### src/rtl/aclk_lcd_pkg.sv
// rtl/aclk_lcd_pkg.sv - character constants, source-select and FSM encodings for the LCD scan driver
package aclk_lcd_pkg;

  localparam logic [7:0] ZERO  = 8'h30;
  localparam logic [7:0] ONE   = 8'h31;
  localparam logic [7:0] TWO   = 8'h32;
  localparam logic [7:0] THREE = 8'h33;
  localparam logic [7:0] FOUR  = 8'h34;
  localparam logic [7:0] FIVE  = 8'h35;
  localparam logic [7:0] SIX   = 8'h36;
  localparam logic [7:0] SEVEN = 8'h37;
  localparam logic [7:0] EIGHT = 8'h38;
  localparam logic [7:0] NINE  = 8'h39;
  localparam logic [7:0] ERROR = 8'h3A;
  localparam logic [7:0] SPACE = 8'h20;

  typedef enum logic [1:0] {
    CURRENT = 2'd0,
    KEY     = 2'd1,
    ALARM   = 2'd2
  } src_e;

  typedef enum logic [1:0] {
    LOAD = 2'd0,
    SEND = 2'd1,
    GAP  = 2'd2
  } state_e;

endpackage

### src/rtl/aclk_bcd_to_lcd.sv
// rtl/aclk_bcd_to_lcd.sv - combinational BCD nibble to ASCII character decoder
module aclk_bcd_to_lcd
  import aclk_lcd_pkg::*;
(
  input  logic [3:0] bcd,
  output logic [7:0] ascii
);

  always_comb begin
    ascii = ERROR;
    case (bcd)
      4'd0:    ascii = ZERO;
      4'd1:    ascii = ONE;
      4'd2:    ascii = TWO;
      4'd3:    ascii = THREE;
      4'd4:    ascii = FOUR;
      4'd5:    ascii = FIVE;
      4'd6:    ascii = SIX;
      4'd7:    ascii = SEVEN;
      4'd8:    ascii = EIGHT;
      4'd9:    ascii = NINE;
      default: ascii = ERROR;
    endcase
  end

endmodule

### src/rtl/aclk_lcd_scan_driver.sv
// rtl/aclk_lcd_scan_driver.sv - snapshots a BCD time source per frame and streams it as ASCII, plus alarm latch
// Optional ACLK_LCD_BLINK_EN: blanks KEY/ALARM frames on a BLINK_FRAMES blink cadence.
module aclk_lcd_scan_driver
  import aclk_lcd_pkg::*;
#(
  parameter int NUM_DIGITS   = 4,
  parameter int GAP_CYCLES   = 4,
  parameter int BLINK_FRAMES = 8
) (
  input  logic                    clock,
  input  logic                    reset,
  input  logic [4*NUM_DIGITS-1:0] current_time,
  input  logic [4*NUM_DIGITS-1:0] key_time,
  input  logic [4*NUM_DIGITS-1:0] alarm_time,
  input  logic                    show_alarm,
  input  logic                    show_new_time,
  input  logic                    alarm_enable,
  input  logic                    stop_alarm,
  input  logic                    lcd_ready,
  output logic [7:0]              lcd_data,
  output logic                    lcd_valid,
  output logic [2:0]              lcd_digit,
  output logic                    lcd_frame_start,
  output logic                    sound_alarm
);

  localparam logic [2:0] TOP_IDX  = 3'(NUM_DIGITS - 1);
  localparam logic [7:0] GAP_LAST = 8'(GAP_CYCLES - 1);

  if (NUM_DIGITS < 1 || NUM_DIGITS > 8) begin : g_bad_digits
    $error("NUM_DIGITS must be within 1..8");
  end
  if (GAP_CYCLES < 1 || GAP_CYCLES > 255) begin : g_bad_gap
    $error("GAP_CYCLES must be within 1..255");
  end
  if (BLINK_FRAMES < 1) begin : g_bad_blink
    $error("BLINK_FRAMES must be at least 1");
  end

  state_e                  state, state_nxt;
  src_e                    last_src, src_sel;
  logic [4*NUM_DIGITS-1:0] shadow, src_value;
  logic [2:0]              idx;
  logic [7:0]              gap_cnt;
  logic                    gap_done;
  logic [3:0]              cur_digit;
  logic [7:0]              dec_char;
  logic                    blank_frame;
  logic                    match, match_q;

  // Select 11 keeps showing whatever source the previous frame used.
  always_comb begin
    src_sel = last_src;
    case ({show_alarm, show_new_time})
      2'b00:   src_sel = CURRENT;
      2'b01:   src_sel = KEY;
      2'b10:   src_sel = ALARM;
      default: src_sel = last_src;
    endcase
  end

  always_comb begin
    src_value = alarm_time;
    case (src_sel)
      CURRENT: src_value = current_time;
      KEY:     src_value = key_time;
      default: src_value = alarm_time;
    endcase
  end

  assign gap_done = (gap_cnt == GAP_LAST);

  always_ff @(posedge clock or negedge reset) begin
    if (!reset) state <= LOAD;
    else        state <= state_nxt;
  end

  always_comb begin
    state_nxt = state;
    case (state)
      LOAD:    state_nxt = SEND;
      SEND:    if (lcd_ready && idx == 3'd0) state_nxt = GAP;
      GAP:     if (gap_done) state_nxt = LOAD;
      default: state_nxt = LOAD;
    endcase
  end

  always_ff @(posedge clock or negedge reset) begin
    if (!reset) begin
      shadow   <= '0;
      last_src <= CURRENT;
      idx      <= TOP_IDX;
      gap_cnt  <= '0;
    end else begin
      case (state)
        LOAD: begin
          shadow   <= src_value;
          last_src <= src_sel;
          idx      <= TOP_IDX;
          gap_cnt  <= '0;
        end
        SEND: if (lcd_ready && idx != 3'd0) idx <= idx - 3'd1;
        GAP:  gap_cnt <= gap_done ? 8'd0 : gap_cnt + 8'd1;
        default: ;
      endcase
    end
  end

  always_comb begin
    cur_digit = '0;
    for (int i = 0; i < NUM_DIGITS; i++) begin
      if (idx == 3'(i)) cur_digit = shadow[4*i +: 4];
    end
  end

  aclk_bcd_to_lcd u_bcd_to_lcd (
    .bcd   (cur_digit),
    .ascii (dec_char)
  );

`ifdef ACLK_LCD_BLINK_EN
  localparam logic [15:0] BLINK_LAST = 16'(BLINK_FRAMES - 1);
  logic [15:0] frame_cnt;
  logic        phase_on;

  // The frame sees the phase from before this LOAD's toggle, giving BLINK_FRAMES frames per half-period.
  always_ff @(posedge clock or negedge reset) begin
    if (!reset) begin
      frame_cnt   <= '0;
      phase_on    <= 1'b1;
      blank_frame <= 1'b0;
    end else if (state == LOAD) begin
      blank_frame <= !phase_on && (src_sel != CURRENT);
      if (frame_cnt == BLINK_LAST) begin
        frame_cnt <= '0;
        phase_on  <= !phase_on;
      end else begin
        frame_cnt <= frame_cnt + 16'd1;
      end
    end
  end
`else
  assign blank_frame = 1'b0;
`endif

  assign lcd_valid       = (state == SEND);
  assign lcd_digit       = idx;
  assign lcd_frame_start = lcd_valid && (idx == TOP_IDX);
  assign lcd_data        = blank_frame ? SPACE : dec_char;

  // Only a fresh rising edge of match arms the sound; a clear always wins.
  assign match = (current_time == alarm_time);

  always_ff @(posedge clock or negedge reset) begin
    if (!reset) begin
      match_q     <= 1'b0;
      sound_alarm <= 1'b0;
    end else begin
      match_q <= match;
      if (stop_alarm || !alarm_enable) sound_alarm <= 1'b0;
      else if (match && !match_q)      sound_alarm <= 1'b1;
    end
  end

endmodule

### config.mk
export PLATFORM = sky130hd
export DESIGN_NAME = aclk_lcd_scan_driver
export DESIGN_NICKNAME = d
export VERILOG_FILES = /design/src/rtl/aclk_lcd_pkg.sv /design/src/rtl/aclk_bcd_to_lcd.sv /design/src/rtl/aclk_lcd_scan_driver.sv
export SDC_FILE = /design/constraint.sdc
export NUM_CORES = 1
export LEC_CHECK = 0
export CORE_ASPECT_RATIO = 0.7
export CORE_MARGIN = 2
export CORE_UTILIZATION = 50
export CTS_CLUSTER_DIAMETER = 50
export DETAILED_ROUTE_END_ITERATION = 8
export PLACE_DENSITY = 0.95
export SETUP_SLACK_MARGIN = 0.1
export SYNTH_ARGS = -nofsm -noshare
export SYNTH_HDL_FRONTEND = slang
export SYNTH_SLANG_ARGS = --single-unit
### constraint.sdc
create_clock -name clock -period 5.1 [get_ports clock]
set_input_delay 1.02 -clock clock [delete_from_list [all_inputs] [get_ports clock]]
set_output_delay 1.02 -clock clock [all_outputs]
set_load 0.05 [all_outputs]
# Yosys cells after proc, flatten, opt, wreduce, memory -nomap -nowiden
# Memory sizes are Yosys's and may differ from the RTL's.
# Cells that the tools add are included.
word_totals:
  mem_count: 1
  ff_bits: 33
  word_cells: 55
  inputBits: 55
  output_inout_bits: 14
  rom_bits: 64
op_classes:
  n_addsub: 2
  n_eq_ne: 13
  mux: 15
  reduce_logical: 17
mem_list:
  columns: ["name", "words", "width", "rd", "rd_ports_with_merged_regs", "wr", "line", "source"]
  rows:
  - ["(no name shown)", 16, 4, 1, 0, 0, "aclk_bcd_to_lcd.sv:11", "case (bcd)"]
op_table:
  columns: ["operator", "count"]
  rows:
  - ["16-bit one-hot mux with 2 select lines", 1]
  - ["16-bit == test", 1]
  - ["4-bit two-way mux", 4]
  - ["8-bit one-hot mux with 2 select lines", 1]
  - ["2-bit one-hot mux with 3 select lines", 2]
  - ["8-bit by 1-bit adder with 8-bit output, second input constant", 1]
  - ["8-bit by 2-bit == test with 1-bit output, second input constant", 1]
  - ["8-bit two-way mux", 1]
  - ["2-bit by 1-bit == test with 1-bit output, second input constant", 3]
  - ["3-bit by 2-bit == test with 1-bit output, second input constant", 2]
  - ["2-bit zero test", 3]
  - ["3-bit one-hot mux with 2 select lines", 1]
  - ["2-bit nonzero test", 3]
  - ["2-bit == test, second input constant", 2]
  - ["1-bit logical AND", 4]
  - ["2-bit two-way mux", 2]
  - ["2-bit by 1-bit inequality test with 1-bit output, second input constant", 2]
  - ["2-bit AND reduction", 2]
  - ["3-bit by 1-bit == test with 1-bit output, second input constant", 1]
  - ["3-bit zero test", 1]
  - ["3-bit two-way mux", 1]
  - ["3-bit nonzero test", 1]
  - ["3-bit by 1-bit subtractor with 3-bit output, second input constant", 1]
  - ["1-bit zero test", 2]
  - ["3 further kinds", 4]

# Longest topological paths before layout
# An unclocked memory read counts as a cell.
depth:
  depth_word: 6
  ltp_mapped: 6
  mapped_depth_nobuf: 6

# By module
# A second synthesis with hierarchy kept.
hier_totals:
  cells_unflattened: 220
  area_unflattened_um2: 2065.7
modules_own_cells:
  columns: ["mod", "cells_each", "area_per_inst_um2", "n_inst"]
  rows:
  - ["aclk_lcd_scan_driver", 209, 1991.9, 1]
  - ["aclk_bcd_to_lcd", 11, 73.8, 1]

# Least setup slack after synthesis
# OpenSTA, ideal clock, no wires.
synth_timing:
  path_kind: "register to output"
  startpoint: "reg idx[1], in the netlist lcd_digit[1]"
  endpoint: "out lcd_data[2]"
  path_stages_with_launch: 7
  arrival_time_ns: 2.778
  setup_slack_ns: 1.302
  required_ns: 4.080
  cell_sequence: "dfstp_2 -> inv_1 -> ha_1 -> a21oi_1 -> a221oi_2 -> or2_2 -> nor3_1"
synth_between:
  elab_chain_cells: 6
  elab_cells_between_ends: 9
synth_rtl:
  columns: ["element", "line", "source"]
  rows:
  - ["start: declaration", "aclk_lcd_scan_driver.sv:43", "logic [2:0] idx;"]
  - ["start signal: assignment", "aclk_lcd_scan_driver.sv:102", "SEND: if (lcd_ready && idx != 3'd0) idx <= idx - 3'd1;"]
  - ["3-bit zero test", "aclk_lcd_scan_driver.sv:112", "if (idx == 3'(i)) cur_digit = shadow[4*i +: 4];"]
  - ["4-bit two-way mux (3 in a row)", "aclk_lcd_scan_driver.sv:112", null]
  - ["4-bit two-way mux (*)", "aclk_lcd_scan_driver.sv:112", null]
  - ["memory read 16 x 4 bit (*)", null, null]
  - ["end: declaration", "aclk_lcd_scan_driver.sv:20", "output logic [7:0] lcd_data,"]
# Every way passes the cells marked *; elsewhere a longest branch is shown, timed or not.

# Worst setup path in the final report
layout_timing:
  startpoint: "reg idx[0], in the netlist lcd_digit[0]"
  endpoint: "out lcd_data[0]"
# Same word-level chain as after synthesis.

==> flow_summary.yaml <==
critical_path:
  start_kind: "flop"
  slowest_delay_ps: 830
  slowest_stage: "clkdlybuf4s50_1"
  arrival_ps: 2940
  crit_fanout: 7
  cp.required_ps: 4080
  worstSetupPathType: "reg -> out"
  cp_top_family: "buffers and inverters"
  crit_buf_inv: 2
  crit_path_end_kind: "output pin"
  crit_chain: "inv_1 -> ha_1 -> a21oi_1 -> a221oi_2 -> or2_2 -> a211oi_2 -> clkdlybuf4s50_1"
routing:
  avgViaCountPerCell: 5.97
  drt_pass1_iterations: 5
  wl_per_cell_um: 16.9
  num_vias: 2064
  drtIter0Drc: 178
  ant_nets: 0
  drc: 0
  wirelength_um: 5860
yosys:
  netlist_area_um2: 2200
  yosysWarnings: 0
  yosysUniqueCellTypes: 51
  syn_avg_cell_area_um2: 9.53
  synth_ff_type: "dfrtp_1"
  synth-async-reset-ratio_pct: 100
  ys_seq_area_share_pct: 37.6
  ys_seq_elements: 33
  synth_edf_count: 0
  syn_inst: 231
global_route:
  grt_pass1_vias: 2034
  grt.overflow.total: 0
  grtUsageTotal_pct: 25.0
  grt_start_max_net_pins: 34
  antenna_found_initial: 0
  grt_pass1_wl_um: 9570
sta:
  setup_viol: 0
  rsz0062_at_grt: "no"
  final_hold_viol_count: 0
  tns_ps: 0
  max_slew_margin_pct: 35.6
  fin_crit_ps: 3960
  max_freq_mhz: 252
  clock_skew_ps: 6.08
  tightest_slew_ps: 966
  maxSlewViolCount: 0
  worst_slack_ps: 1140
  fin_crit_sh_pct: 77.7
place:
  post-place-ws_ps: 1490
  port_buffers: 64
  dpl.hpwl_um: 4290
  place.gp.congestion: 0.906
clock_network:
  cts_tree: "built"
  clk_latency_ps: 300
  numCtsBuffers: 5
  cts.sinks: 33
  path_clk_slew_ps: 70
  postCtsSetupBuffers: 0
  ctsResizeCount: 0
  cts_buffer_depth: 2
  cts_hold_buf: 0
  cts_max_level: 2
  clock_tree.root_cell: "clkbuf_8"
outcome:
  outcome: "complete, no violations"
die:
  rows: 20
  dieWidth_um: 83.3
  initial_core_util_pct: 51.4
  dieArea_um2: 4960
  chipHeight_um: 59.5
  io_pins: 69
  core_area_um2: 4280
finish:
  syn2layout_area_growth_pct: 32.6
  insertedDiodeCount: 0
  fillers: 316
  drive_gt1_share_pct: 8.25
  fin_nets: 351
power:
  peakVddDrop_v: 0.000593
  leakagePower_uw: 0.00120
  p_total_uw: 1610
  power_density_nw_per_um2: 553
flow_run:
  maxCapViolations: 0
worst_hold_path:
  hold_path.class: "reg -> reg"
==> state kept, by name, summed over array words and instances, names as in the netlist <==
| register | flops |
|---|---|
| state | 2 |
| gap_cnt | 8 |
| shadow | 16 |
| lcd_digit | 3 |
| sound_alarm | 1 |
| match_q | 1 |
| last_src | 2 |
==> report_power, final <==
group / leakage, µW / internal (µW) / switching (µW) / total (µW)
combinational: 0.000734 / 349 / 552 / 901
sequential: 0.000408 / 360 / 94.5 / 454
clock: 0.0000585 / 159 / 100 / 259
total: 0.00120 / 868 / 746 / 1610
==> cells in the final DEF, fill, tap and decap left out, drive strengths merged, types with 2 or more instances in the layout <==
cell type      count
clkdlybuf4s50     64
nand2             33
dfrtp             31
xnor2             17
o21ai             15
nor2              13
a21oi             13
a221oi            11
inv                7
clkbuf             7
a222oi             6
ha                 6
a22o               5
nand2b             5
nor2b              4
a22oi              4
nand4              4
conb               4
o211ai             3
nor3               3
nand3              3
a211o              2
nor3b              2
a21boi             2
mux2i              2
and3               2
a21o               2
dfstp              2
or2                2
a211oi             2
==> cells by family after synthesis <==
group | Yosys count | synth area share, %
xor gates and xnor gates | 18 | 7.16
other | 2 | 0.341
buffers and inverters | 22 | 6.77
and+or+nand+nor | 77 | 17.6
muxes | 3 | 1.42
adders and majority gates | 6 | 3.41
DFF | 33 | 37.6
AOI/OAI and AO/OA | 70 | 25.6
==> layer usage <==
metal	global-route usage (%)	share of wire, %	vias up
met3	4.46	5.7	8
met1	31.9	45	1010
met5	0	0	-
met2	43.5	48	87
li1	-	-	959
met4	8.90	1.3	0
==> worst min-delay path: stages (launching register included) <==
cell and delay (ps):
dfrtp_1 350, nand2_1 50, o21ai_1 60
==> Yosys cell counts, types with 3 or more instances <==
cell type,number,area share (%)
buf_6,6,3.1
a22o_1,5,2.0
ha_1,6,3.4
nor2_1,13,2.2
xnor2_1,17,6.8
nand2_1,33,5.6
nand2b_1,5,1.4
nand3_1,3,0.68
a221oi_2,5,3.4
a221oi_1,6,2.4
buf_4,5,1.7
nand4_1,4,1.1
o21ai_1,6,1.4
dfrtp_1,31,35
o211ai_1,3,1.0
nor3_1,3,0.68
nor2b_1,4,1.1
inv_1,7,1.2
o21ai_0,8,1.8
a22oi_1,4,1.4
a21oi_1,12,2.7
a222oi_1,6,2.7
==> final cells by class <==
cell class / instances / area (µm²) / share of cell area [%]
Multi-Input combinational cell: 178 / 1230 / 42.2
Clock buffer: 7 / 86.3 / 2.96
Inverter: 7 / 26.3 / 0.900
Timing Repair Buffer: 65 / 648 / 22.2
Clock inverter: 1 / 30.0 / 1.03
Tap cell: 55 / 68.8 / 2.36
Sequential cell: 33 / 828 / 28.4
==> path summary, 6_finish.rpt <==
path	endpoint	slack, ps	startpoint	depth (start not counted)
max in group asynchronous	lcd_digit[0]$_DFFE_PN1P_	3650	reset	2
worst max register to register	shadow[8]$_DFFE_PN0P_	3200	state[0]$_DFFE_PN0P_	3
worst min register to register	shadow[6]$_DFFE_PN0P_	500	shadow[6]$_DFFE_PN0P_	2
worst max-delay path	lcd_data[0]	1140	lcd_digit[0]$_DFFE_PN1P_	7
min in group asynchronous	last_src[0]$_DFFE_PN0P_	1120	reset	2
worst min-delay path	shadow[6]$_DFFE_PN0P_	500	shadow[6]$_DFFE_PN0P_	2
==> stage by stage <==
step	std cells	cell area (µm²)	hold slack (ps)	utilization, %
floorplan	233	2210	442	-
global placement	338	2800	481	65.5
detailed placement	338	2800	484	65.5
CTS	346	2920	498	68.2
global route	346	2920	515	68.2
finish	346	2920	499	68.2
Note: power is estimated with default switching activity, not from simulation.
